**src/rtl/cam_lut_access_arb.sv**
```systemverilog
// Two-requester round-robin arbiter for the CAM/LUT controller register port.
// Holds a level request until acked, then drains stray duplicate acks.
module cam_lut_access_arb #(
    parameter int CMP_WIDTH      = 32,
    parameter int DATA_WIDTH     = 56,
    parameter int LUT_DEPTH_BITS = 4,
    parameter int TIMEOUT        = 64,
    parameter int DRAIN_CYCLES   = 4
) (
    input  logic                      clk,
    input  logic                      reset,
    input  logic                      a_req,
    input  logic                      a_wr,
    input  logic [LUT_DEPTH_BITS-1:0] a_addr,
    input  logic [DATA_WIDTH-1:0]     a_wr_data,
    input  logic [CMP_WIDTH-1:0]      a_wr_cmp_data,
    input  logic [CMP_WIDTH-1:0]      a_wr_cmp_dmask,
    input  logic                      b_req,
    input  logic                      b_wr,
    input  logic [LUT_DEPTH_BITS-1:0] b_addr,
    input  logic [DATA_WIDTH-1:0]     b_wr_data,
    input  logic [CMP_WIDTH-1:0]      b_wr_cmp_data,
    input  logic [CMP_WIDTH-1:0]      b_wr_cmp_dmask,
    output logic                      a_busy,
    output logic                      b_busy,
    output logic                      a_done,
    output logic                      b_done,
    output logic                      res_err,
    output logic [DATA_WIDTH-1:0]     res_data,
    output logic [CMP_WIDTH-1:0]      res_cmp_data,
    output logic [CMP_WIDTH-1:0]      res_cmp_dmask,
    output logic                      rd_req,
    output logic [LUT_DEPTH_BITS-1:0] rd_addr,
    input  logic                      rd_ack,
    input  logic [DATA_WIDTH-1:0]     rd_data,
    input  logic [CMP_WIDTH-1:0]      rd_cmp_data,
    input  logic [CMP_WIDTH-1:0]      rd_cmp_dmask,
    output logic                      wr_req,
    output logic [LUT_DEPTH_BITS-1:0] wr_addr,
    output logic [DATA_WIDTH-1:0]     wr_data,
    output logic [CMP_WIDTH-1:0]      wr_cmp_data,
    output logic [CMP_WIDTH-1:0]      wr_cmp_dmask,
    input  logic                      wr_ack
);

    localparam int TW = $clog2(TIMEOUT + 1);
    localparam int DW = $clog2(DRAIN_CYCLES + 1);

    typedef struct packed {
        logic                      wr;
        logic [LUT_DEPTH_BITS-1:0] addr;
        logic [DATA_WIDTH-1:0]     data;
        logic [CMP_WIDTH-1:0]      cmp;
        logic [CMP_WIDTH-1:0]      msk;
    } cmd_t;

    typedef enum logic [1:0] {IDLE, ISSUE, DONE, DRAIN} state_t;

    state_t                    state_q, state_d;
    logic                      last_q, last_d;
    logic [TW-1:0]             cnt_q, cnt_d;
    logic [DW-1:0]             drn_q, drn_d;
    cmd_t                      a_cmd_q, a_cmd_d;
    cmd_t                      b_cmd_q, b_cmd_d;
    logic                      a_busy_q, a_busy_d;
    logic                      b_busy_q, b_busy_d;
    logic                      a_done_q, a_done_d;
    logic                      b_done_q, b_done_d;
    logic                      err_q, err_d;
    logic [DATA_WIDTH-1:0]     rdat_q, rdat_d;
    logic [CMP_WIDTH-1:0]      rcmp_q, rcmp_d;
    logic [CMP_WIDTH-1:0]      rmsk_q, rmsk_d;
    logic                      rd_req_q, rd_req_d;
    logic                      wr_req_q, wr_req_d;
    logic [LUT_DEPTH_BITS-1:0] rd_addr_q, rd_addr_d;
    logic [LUT_DEPTH_BITS-1:0] wr_addr_q, wr_addr_d;
    logic [DATA_WIDTH-1:0]     wdat_q, wdat_d;
    logic [CMP_WIDTH-1:0]      wcmp_q, wcmp_d;
    logic [CMP_WIDTH-1:0]      wmsk_q, wmsk_d;

    logic sel_b;
    logic ack;
    logic tmo;
    cmd_t gcmd;

    // last_q: 0 = A, 1 = B; on a tie the other requester wins
    assign sel_b = b_busy_q && (!a_busy_q || !last_q);
    assign gcmd  = sel_b ? b_cmd_q : a_cmd_q;
    assign ack   = wr_req_q ? wr_ack : rd_ack;
    assign tmo   = (cnt_q == TW'(TIMEOUT - 1));

    always_ff @(posedge clk) begin
        if (reset) begin
            state_q   <= IDLE;
            last_q    <= 1'b1;
            cnt_q     <= '0;
            drn_q     <= '0;
            a_cmd_q   <= '0;
            b_cmd_q   <= '0;
            a_busy_q  <= 1'b0;
            b_busy_q  <= 1'b0;
            a_done_q  <= 1'b0;
            b_done_q  <= 1'b0;
            err_q     <= 1'b0;
            rdat_q    <= '0;
            rcmp_q    <= '0;
            rmsk_q    <= '0;
            rd_req_q  <= 1'b0;
            wr_req_q  <= 1'b0;
            rd_addr_q <= '0;
            wr_addr_q <= '0;
            wdat_q    <= '0;
            wcmp_q    <= '0;
            wmsk_q    <= '0;
        end else begin
            state_q   <= state_d;
            last_q    <= last_d;
            cnt_q     <= cnt_d;
            drn_q     <= drn_d;
            a_cmd_q   <= a_cmd_d;
            b_cmd_q   <= b_cmd_d;
            a_busy_q  <= a_busy_d;
            b_busy_q  <= b_busy_d;
            a_done_q  <= a_done_d;
            b_done_q  <= b_done_d;
            err_q     <= err_d;
            rdat_q    <= rdat_d;
            rcmp_q    <= rcmp_d;
            rmsk_q    <= rmsk_d;
            rd_req_q  <= rd_req_d;
            wr_req_q  <= wr_req_d;
            rd_addr_q <= rd_addr_d;
            wr_addr_q <= wr_addr_d;
            wdat_q    <= wdat_d;
            wcmp_q    <= wcmp_d;
            wmsk_q    <= wmsk_d;
        end
    end

    always_comb begin
        state_d   = state_q;
        last_d    = last_q;
        cnt_d     = cnt_q;
        drn_d     = drn_q;
        a_cmd_d   = a_cmd_q;
        b_cmd_d   = b_cmd_q;
        a_busy_d  = a_busy_q;
        b_busy_d  = b_busy_q;
        a_done_d  = 1'b0;
        b_done_d  = 1'b0;
        err_d     = err_q;
        rdat_d    = rdat_q;
        rcmp_d    = rcmp_q;
        rmsk_d    = rmsk_q;
        rd_req_d  = rd_req_q;
        wr_req_d  = wr_req_q;
        rd_addr_d = rd_addr_q;
        wr_addr_d = wr_addr_q;
        wdat_d    = wdat_q;
        wcmp_d    = wcmp_q;
        wmsk_d    = wmsk_q;

        if (a_req && !a_busy_q) begin
            a_busy_d = 1'b1;
            a_cmd_d  = {a_wr, a_addr, a_wr_data, a_wr_cmp_data, a_wr_cmp_dmask};
        end
        if (b_req && !b_busy_q) begin
            b_busy_d = 1'b1;
            b_cmd_d  = {b_wr, b_addr, b_wr_data, b_wr_cmp_data, b_wr_cmp_dmask};
        end

        unique case (state_q)
            IDLE: begin
                if (a_busy_q || b_busy_q) begin
                    last_d  = sel_b;
                    cnt_d   = '0;
                    state_d = ISSUE;
                    if (gcmd.wr) begin
                        wr_req_d  = 1'b1;
                        wr_addr_d = gcmd.addr;
                        wdat_d    = gcmd.data;
                        wcmp_d    = gcmd.cmp;
                        wmsk_d    = gcmd.msk;
                    end else begin
                        rd_req_d  = 1'b1;
                        rd_addr_d = gcmd.addr;
                    end
                end
            end
            ISSUE: begin
                if (ack || tmo) begin
                    state_d  = DONE;
                    rd_req_d = 1'b0;
                    wr_req_d = 1'b0;
                    err_d    = !ack;
                    if (last_q) begin
                        b_done_d = 1'b1;
                        b_busy_d = 1'b0;
                    end else begin
                        a_done_d = 1'b1;
                        a_busy_d = 1'b0;
                    end
                    if (!ack) begin
                        rdat_d = '0;
                        rcmp_d = '0;
                        rmsk_d = '0;
                    end else if (rd_req_q) begin
                        rdat_d = rd_data;
                        rcmp_d = rd_cmp_data;
                        rmsk_d = rd_cmp_dmask;
                    end
                end else begin
                    cnt_d = cnt_q + 1'b1;
                end
            end
            DONE: begin
                state_d = DRAIN;
                drn_d   = '0;
            end
            DRAIN: begin
                if (drn_q == DW'(DRAIN_CYCLES - 1)) begin
                    state_d = IDLE;
                end else begin
                    drn_d = drn_q + 1'b1;
                end
            end
            default: state_d = IDLE;
        endcase
    end

    assign a_busy        = a_busy_q;
    assign b_busy        = b_busy_q;
    assign a_done        = a_done_q;
    assign b_done        = b_done_q;
    assign res_err       = err_q;
    assign res_data      = rdat_q;
    assign res_cmp_data  = rcmp_q;
    assign res_cmp_dmask = rmsk_q;
    assign rd_req        = rd_req_q;
    assign rd_addr       = rd_addr_q;
    assign wr_req        = wr_req_q;
    assign wr_addr       = wr_addr_q;
    assign wr_data       = wdat_q;
    assign wr_cmp_data   = wcmp_q;
    assign wr_cmp_dmask  = wmsk_q;

endmodule

```
**config.mk**
```make
export PLATFORM = sky130hd
export DESIGN_NAME = cam_lut_access_arb
export DESIGN_NICKNAME = d
export VERILOG_FILES = /design/src/rtl/cam_lut_access_arb.sv
export SDC_FILE = /design/constraint.sdc
export NUM_CORES = 1
export LEC_CHECK = 0
export BUFFER_PORTS_ARGS = -buffer_cell sky130_fd_sc_hd__buf_2
export CORE_AREA = 2 2 248 250
export CTS_CLUSTER_DIAMETER = 30
export DETAILED_ROUTE_END_ITERATION = 8
export DIE_AREA = 0 0 250 252
export GPL_TIMING_DRIVEN = 0
export SYNTH_ARGS = -nofsm -noshare
export SYNTH_HDL_FRONTEND = slang
export SYNTH_SLANG_ARGS = --single-unit
```
**constraint.sdc**
```tcl
create_clock -name clk -period 3.6 [get_ports clk]
set_input_delay 0.72 -clock clk [delete_from_list [all_inputs] [get_ports clk]]
set_output_delay 0.72 -clock clk [all_outputs]
set_load 0.1 [all_outputs]
```
==> results of run 1 <==
cells by family after synthesis:
group	share of synthesized area [%]
compound gates	23.6
fa+ha+maj	0.527
buf+inv	4.75
flops	54.6
mux	0.481
simple gates	16.1
per-stage QoR:
step	util, %	cells
floorplan	-	2215
global placement	38.5	3626
detailed placement	38.5	3626
CTS	45.6	3850
global route	45.6	3853
finish	45.6	3859
worst max-delay path: cells and delay by family, from the launching register on:
| kind | cells | cell delay [ns] |
|---|---|---|
| flops | 1 | 0.34 |
| fa+ha+maj | 1 | 0.22 |
| compound gates | 2 | 0.41 |
| buf+inv | 4 | 1.94 |
cell usage after synthesis (all sizes together) (6+ instances only):
master | number | area [um2]
ha | 8 | 100
a21oi | 391 | 1960
dfxtp | 518 | 10400
nor2 | 11 | 41.3
a32o | 120 | 1200
nand2 | 751 | 2820
buf | 59 | 294
clkbuf | 150 | 564
mux2i | 8 | 80.1
a311oi | 126 | 1100
a211oi | 6 | 45.0
nor3 | 7 | 35.0
o21ai | 9 | 45.0
inv | 12 | 45.0
where the power goes:
part	switching [uW]	total, uW	internal, uW	leakage, uW
combinational	3680	4620	938	0.00506
clock	3410	11400	7960	0.00209
sequential	266	6480	6210	0.00422
total	7360	22500	15100	0.0114
per-layer routing:
metal	wire length [um]	GRT usage, %	up-vias
met1	32000	28.1	9358
met4	3280	10.2	8
met5	38	0	-
met2	40700	44.3	718
li1	-	-	9352
met3	5460	6.37	174
path summary, 6_finish.rpt:
kind,from,to,slack [ns],cells past startpoint
worst max register to register,state_q[0]$_SDFFE_PP0P_,wr_data[48]$_SDFFE_PP0P_,0.57,7
worst min register to register,b_cmd_q[18]$_SDFFE_PP0P_,wr_cmp_dmask[18]$_SDFFE_PP0P_,0.45,2
worst max-delay path,state_q[0]$_SDFFE_PP0P_,wr_data[48]$_SDFFE_PP0P_,0.57,7
worst min-delay path,rd_cmp_data[0],res_cmp_data[0]$_SDFFE_PP0P_,0.28,2
flip-flops by register name (all words and copies together) (netlist names), 7 cells and up:
signal	flops
wr_cmp_dmask	32
res_data	56
wr_cmp_data	32
cnt_q	7
res_cmp_dmask	32
a_cmd_q	125
wr_data	56
res_cmp_data	32
b_cmd_q	125
area by class of cell:
type                       count  area [um2]  share of cell area [%]
antenna                        9        22.5                  0.0821
buffer                       209         858                    3.13
clock buffer                 162        3360                    12.2
clock inverter                62         926                    3.37
inverter                      12        45.0                   0.164
multi-input combinational   1476        7730                    28.2
sequential                   518       10400                    37.8
tap                          782         978                    3.57
timing repair buffer         629        3150                    11.5
==> flow_summary.ini, run 1 <==
[logic_synthesis]
ys_warn_count = 0
synth_fp_nets = 2599
yosysSeqAreaShare_pct = 54.6
avgSynthCellArea_um2 = 8.58
ys_seq_elements = 518
synth_cell_type_count = 42
synth_area_um2 = 19000
post_synth_inst_count = 2215
ys.flop_type = dfxtp_1
async_reset_ff_share_pct = 0
synth_edf_count = 0

[placement]
dpl-instance-area_um2 = 23100
pre_cts_slack_ns = 0.246
io_buffers = 629
gp_congestion = 0.865
dp.final_hpwl_mm = 61.6

[sta]
fin_tns_setup_ns = 0
clock_skew_ns = 0.0350
tightest_slew_ns = 1.15
max_slew_margin_pct = 23.3
fin_crit_sh_pct = 84.1
clock.fmax_mhz = 330
whs_ns = 0.275
hold_viol = 0
fin_crit_ns = 3.03
layout_setup_ws_ns = 0.571
rsz0062_at_grt = false
setup_viol = 0
drv_slew = 0

[die]
io_pins = 631
rows = 90
start_util_pct = 31.6
fp.dieW_um = 250
die_area_um2 = 63000
die_y_um = 252
core_area_um2 = 60100

[global_route]
grt_usage_pct = 24.8
grt_max_degree = 17
grt_pass1_vias = 19200
grt_pass1_wl_mm = 118
antenna_found_initial = 15
grt.overflow.total = 0

[flow_run]
drv_cap = 0

[route]
wl_mm = 81.5
ant_nets = 0
drc_errors = 0
num_vias = 19600
dr.pass1.iters = 7
viasPerCell = 5.08
wl_per_cell_um = 21.1
drt_iter0_markers = 1173

[clocking]
post_cts.repair.setup_buffers = 0
clk_path_buf_depth = 3
htreeDepth = 3
cts-root-buf = clkbuf_16
postCtsHoldBufs = 0
cts_inserted_buffers = 119
cts.sinks = 518
insertion_delay_ns = 0.66
cts_resized = 0
cts_tree = done
path_clk_slew_ns = 0.05

[pwr]
power_density_nw_per_um2 = 819
power.total_uw = 22500
irDropWorstVdd_v = 0.000441
p_leak_uw = 0.0114

[cells_and_area]
layout_commonest_cell = nand2_1
drive_gt1_share_pct = 28.7
areaGrowthSynthToFinish_pct = 44.4
nets = 3349
layout_common_cells = nand2_1, buf_2, dfxtp_1
design_area_um2 = 27400
n_fill_cell = 6093

[worst_hold_path]
hold_class = primary input to register

[run_status]
status = finished, final reports clean

[worst_setup_path]
cpPeakStageDelay_ns = 0.70
crit_top_cell = clkbuf_1
crit_type = register to register
worstSetupStartpointType = register
end_kind = register
cp.arrival_ns = 3.58
required_ns = 4.15
crit_slowest_cell = clkbuf_1
path_cells = inv_1 -> ha_1 -> clkbuf_1 -> clkbuf_1 -> clkbuf_1 -> a21oi_1 -> a311oi_1
cp_max_fo = 10
(Power assumes the default switching activity.)
==> run 2: changes to the inputs <==
--- a/config.mk
+++ b/config.mk
@@ -5,11 +5,12 @@
 export SDC_FILE = /design/constraint.sdc
 export NUM_CORES = 1
 export LEC_CHECK = 0
+export ABC_AREA = 1
 export BUFFER_PORTS_ARGS = -buffer_cell sky130_fd_sc_hd__buf_2
-export CORE_AREA = 2 2 248 250
+export CORE_AREA = 2 2 247 249
 export CTS_CLUSTER_DIAMETER = 30
 export DETAILED_ROUTE_END_ITERATION = 8
-export DIE_AREA = 0 0 250 252
+export DIE_AREA = 0 0 249 251
 export GPL_TIMING_DRIVEN = 0
 export SYNTH_ARGS = -nofsm -noshare
 export SYNTH_HDL_FRONTEND = slang
==> constraint.sdc (replaced) <==
create_clock -name clk -period 2.67 [get_ports clk]
set_input_delay 0.534 -clock clk [delete_from_list [all_inputs] [get_ports clk]]
set_output_delay 0.534 -clock clk [all_outputs]
set_load 0.1 [all_outputs]
==> run 2 against run 1 <==
  * Clock skew is 0.012 ns higher
  * Synthesized cell count is 31% higher
  * Final cell count is 18% higher
  * Critical path type unchanged
  * Critical endpoint is now a_cmd_q[124]$_SDFFE_PP0P_
  * Largest cell class unchanged
  * Largest power group unchanged
==> flow_summary.ini, run 2 <==
[clocking]
cts_resized = 0
cts_inserted_buffers = 115
htreeDepth = 3
clk_path_buf_depth = 3
path_clk_slew_ns = 0.05
cts-root-buf = clkbuf_16
cts.sinks = 518
postCtsHoldBufs = 0
cts_tree = done
post_cts.repair.setup_buffers = 0
insertion_delay_ns = 0.68

[flow_run]
drv_cap = 0

[cells_and_area]
nets = 4032
layout_commonest_cell = buf_2
design_area_um2 = 29000
top_regs = a_cmd_q (125), b_cmd_q (125)
areaGrowthSynthToFinish_pct = 39.8
drive_gt1_share_pct = 24.7
layout_common_cells = buf_2, nor2_1, dfxtp_1

[route]
wl_mm = 80.5
drt_iter0_markers = 1231
dr.pass1.iters = 5
num_vias = 21600
wl_per_cell_um = 17.7
ant_nets = 0
viasPerCell = 4.75
drc_errors = 0

[pwr]
p_leak_uw = 0.0137
irDropWorstVdd_v = 0.000918
power_density_nw_per_um2 = 1150

[sta]
hold_viol = 0
whs_ns = 0.0822
setup_viol = 0
clock.fmax_mhz = 417
max_slew_margin_pct = 28.5
rsz0062_at_grt = false
tightest_slew_ns = 1.07
clock_skew_ns = 0.0474
drv_slew = 0
layout_setup_ws_ns = 0.272
fin_crit_ns = 2.40
fin_crit_sh_pct = 89.8

[worst_setup_path]
cp.arrival_ns = 2.89
worstSetupStartpointType = register
cp_max_fo = 10
end_kind = register
r2r_cells = 5
required_ns = 3.16
crit_type = register to register

[placement]
gp_congestion = 0.939
io_buffers = 629
pre_cts_slack_ns = -0.203
dpl-instance-area_um2 = 24900
dp.final_hpwl_mm = 60.3

[logic_synthesis]
avgSynthCellArea_um2 = 7.15
ys_top_cells_by_count = nor2_1, dfxtp_1, o21ai_0
synth_cell_type_count = 23
ys_warn_count = 0
synth_area_um2 = 20700
async_reset_ff_share_pct = 0
yosysSeqAreaShare_pct = 50.0
post_synth_inst_count = 2902
synth_edf_count = 0
yosysMostFrequentCell = nor2_1
synth_fp_nets = 3286
synthTopCellsByArea = dfxtp_1, nor2_1, o21ai_0
ys.flop_type = dfxtp_1
synth_top_cell_by_area = dfxtp_1
yosys.area.top_type_share_pct = 50.0
ys_seq_elements = 518

[die]
io_pins = 631
rows = 90
fp.dieW_um = 249
die_area_um2 = 62500
core_area_um2 = 59800
start_util_pct = 34.7
die_y_um = 251

[global_route]
grt_usage_pct = 24.9
antenna_found_initial = 36
grt_pass1_wl_mm = 120
grt.overflow.total = 0
grt_max_degree = 18
grt_pass1_vias = 21000

[worst_hold_path]
hold_class = primary input to register
whs_path_depth = 3

[run_status]
status = finished, final reports clean
==> run 2: metal layers <==
metal / global-route usage [%] / routed length (um) / vias up / part of all wire (%)
li1: - / - / 10800 / -
met1: 29.7 / 33300 / 9805 / 41
met2: 40.4 / 36500 / 767 / 45
met3: 8.20 / 6740 / 210 / 8.4
met4: 12.4 / 3660 / 40 / 4.5
met5: 0 / 258 / - / 0.32
==> run 2: power by group <==
group / switching [uW] / total (uW) / internal (uW)
logic: 7870 / 9720 / 1860
registers: 469 / 9220 / 8750
clock network: 4980 / 14500 / 9540
total: 13300 / 33500 / 20200
==> run 2: logic make-up after synthesis <==
| family | after synthesis | share of synthesized area, % |
|---|---|---|
| flops | 518 | 50.0 |
| buf+inv | 516 | 10.2 |
| fa+ha+maj | 8 | 0.483 |
| xor+xnor | 1 | 0.0422 |
| simple gates | 1099 | 20.9 |
| compound gates | 760 | 18.3 |
==> run 2: critical path: stages, from the launching register on <==
cell and delay, ns:
dfxtp_1 0.46, nor2_2 0.16, inv_1 0.14, clkbuf_1 0.75, clkbuf_1 0.55, a21oi_1 0.15
==> run 2: path summary, 6_finish.rpt <==
path                            from                         to  slack (ns)
min                    a_wr_data[43]  a_cmd_q[107]$_SDFFE_PP0P_        0.08
max reg2reg        a_busy$_SDFF_PP0_  a_cmd_q[124]$_SDFFE_PP0P_        0.27
min reg2reg  b_cmd_q[3]$_SDFFE_PP0P_    b_cmd_q[3]$_SDFFE_PP0P_        0.44
max                a_busy$_SDFF_PP0_  a_cmd_q[124]$_SDFFE_PP0P_        0.27
==> run 2: area by class of cell <==
type | instances | area [um2]
fill | 6144 | 30800
sequential | 518 | 10400
multi-input combinational | 1868 | 8260
timing repair buffer | 629 | 3150
clock buffer | 132 | 3080
inverter | 298 | 1120
clock inverter | 87 | 1010
buffer | 218 | 1000
tap | 782 | 978
antenna | 18 | 45.0
==> run 2: stage by stage <==
stage / total power (uW) / util (%) / std cells / TNS (ns)
finish: 33500 / 48.5 / 4550 / 0
global route: 34900 / 48.5 / 4545 / 0
CTS: 33600 / 48.4 / 4532 / 0
detailed placement: 19000 / 41.6 / 4313 / -2.58
global placement: 19000 / 41.6 / 4313 / -1.56
floorplan: 16600 / - / 2902 / 0
==> run 3: changes to the inputs <==
--- a/config.mk
+++ b/config.mk
@@ -6,11 +6,11 @@
 export NUM_CORES = 1
 export LEC_CHECK = 0
 export ABC_AREA = 1
-export BUFFER_PORTS_ARGS = -buffer_cell sky130_fd_sc_hd__buf_2
-export CORE_AREA = 2 2 247 249
+export CORE_AREA = 2 2 245 247
 export CTS_CLUSTER_DIAMETER = 30
 export DETAILED_ROUTE_END_ITERATION = 8
-export DIE_AREA = 0 0 249 251
+export DIE_AREA = 0 0 247 249
+export DONT_BUFFER_PORTS = 1
 export GPL_TIMING_DRIVEN = 0
 export SYNTH_ARGS = -nofsm -noshare
 export SYNTH_HDL_FRONTEND = slang
==> run 3 against run 2 <==
  * Combinational power fell by 50%
  * Worst hold slack got worse by 0.045 ns
  * Via count fell by 7.4%
  * First-iteration DRC count fell by 5.3%
  * Wire length fell by 3.5%
  * Largest cell class unchanged
  * Critical path type unchanged
  * Power fell by 0.59%
==> flow_summary.ini, run 3 (synthesis gave the netlist of run 2 again) <==
[worst_setup_path]
critPathTopFamily = buffers and inverters
crit_buf_inv = 2
crit_type = register to register
path_cells = nor2_2 -> clkbuf_1 -> clkbuf_1 -> o21ai_0 -> nor2_1
cp_max_fo = 10
required_ns = 3.27
cp.arrival_ns = 3.09
end_kind = register
crit_start = a_busy$_SDFF_PP0_
worstSetupStartpointType = register
cpPeakStageDelay_ns = 0.70
crit_top_cell = clkbuf_1
r2r-start = a_busy$_SDFF_PP0_
crit_slowest_cell = clkbuf_1

[die]
core_area_um2 = 58700
start_util_pct = 35.3
fp.dieW_um = 247
die_y_um = 249
io_pins = 631
die_area_um2 = 61500
rows = 89

[sta]
drv_slew = 0
clock.fmax_mhz = 400
hold_viol = 0
max_slew_margin_pct = 14.8
fin_tns_setup_ns = 0
fin_crit_sh_pct = 93.5
tightest_slew_ns = 1.28
fin_crit_ns = 2.50
whs_ns = 0.0370
clock_skew_ns = 0.0590
rsz0062_at_grt = false
setup_viol = 0

[route]
drc_errors = 0
wl_mm = 77.7
drt_iter0_markers = 1166
wl_per_cell_um = 19.3
num_vias = 20000
viasPerCell = 4.98
ant_nets = 0
dr.pass1.iters = 8

[placement]
gp_congestion = 0.868
io_buffers = 0
dp.final_hpwl_mm = 56.9
dpl-instance-area_um2 = 21700

[clocking]
insertion_delay_ns = 0.66
clk_path_buf_depth = 3
cts_tree = done
cts_inserted_buffers = 111
cts-root-buf = clkbuf_16
htreeDepth = 3
post_cts.repair.setup_buffers = 0
cts.sinks = 518
path_clk_slew_ns = 0.05

[flow_run]
drv_cap = 0

[cells_and_area]
final_util_pct = 46.1
drive_gt1_share_pct = 8.84
n_fill_cell = 5830
design_area_um2 = 27100
top_regs = a_cmd_q (125), b_cmd_q (125)
layout_commonest_cell = nor2_1
layout_common_cells = nor2_1, dfxtp_1, o21ai_0
nets = 3512
areaGrowthSynthToFinish_pct = 30.4

[pwr]
irDropWorstVdd_v = 0.000697
power_density_nw_per_um2 = 1230
power.total_uw = 33300
p_leak_uw = 0.0114

[global_route]
grt.overflow.total = 0
antenna_found_initial = 33
grt_pass1_vias = 19200
grt_max_degree = 18
grt_usage_pct = 24.2
grt_pass1_wl_mm = 115

[worst_hold_path]
min_from = a_wr_data[35]
hold_class = primary input to register

[run_status]
status = finished, final reports clean
==> run 3: final cells by class <==
type	instances	area, um2	area share (%)
Multi-Input combinational cell	1868	8260	30.5
Tap cell	773	967	3.57
Antenna cell	23	57.6	0.213
Clock buffer	138	3020	11.2
Sequential cell	518	10400	38.4
Inverter	298	1120	4.13
Clock inverter	71	1120	4.15
Timing Repair Buffer	113	1130	4.18
Buffer	218	1000	3.71
==> run 3: power by group <==
| part | switching (uW) | internal [uW] |
|---|---|---|
| combinational | 3400 | 1430 |
| clock | 4770 | 10100 |
| sequential | 4800 | 8750 |
==> run 3: timing repair <==
item                                    4_1_cts  5_1_grt
hold buffers                                113        0
endpoints found under the setup margin      436       13
resized for setup                             7        1
pin swaps                                     0        0
hold endpoints to repair                    113        0
==> run 3: through the flow <==
stage               std cells  setup WS (ns)
floorplan                2902          0.493
global placement         3675         -0.861
detailed placement       3675         -0.796
CTS                      3997         0.0394
global route             4016         0.0236
finish                   4020          0.172
==> run 3: final timing paths <==
path,end,slack (ns),cells after the start
worst max register to register,a_cmd_q[116]$_SDFFE_PP0P_,0.17,5
worst min register to register,b_cmd_q[12]$_SDFFE_PP0P_,0.44,2
worst max-delay path,a_cmd_q[116]$_SDFFE_PP0P_,0.17,5
worst min-delay path,a_cmd_q[99]$_SDFFE_PP0P_,0.04,2
==> run 3: routing by layer <==
layer / GRT usage (%) / part of all wire (%) / routed length, um
met5: 0 / 0.18 / 136
met4: 13.0 / 4.7 / 3680
met3: 8.60 / 9.8 / 7640
met2: 39.9 / 47 / 36200
met1: 27.1 / 39 / 30000
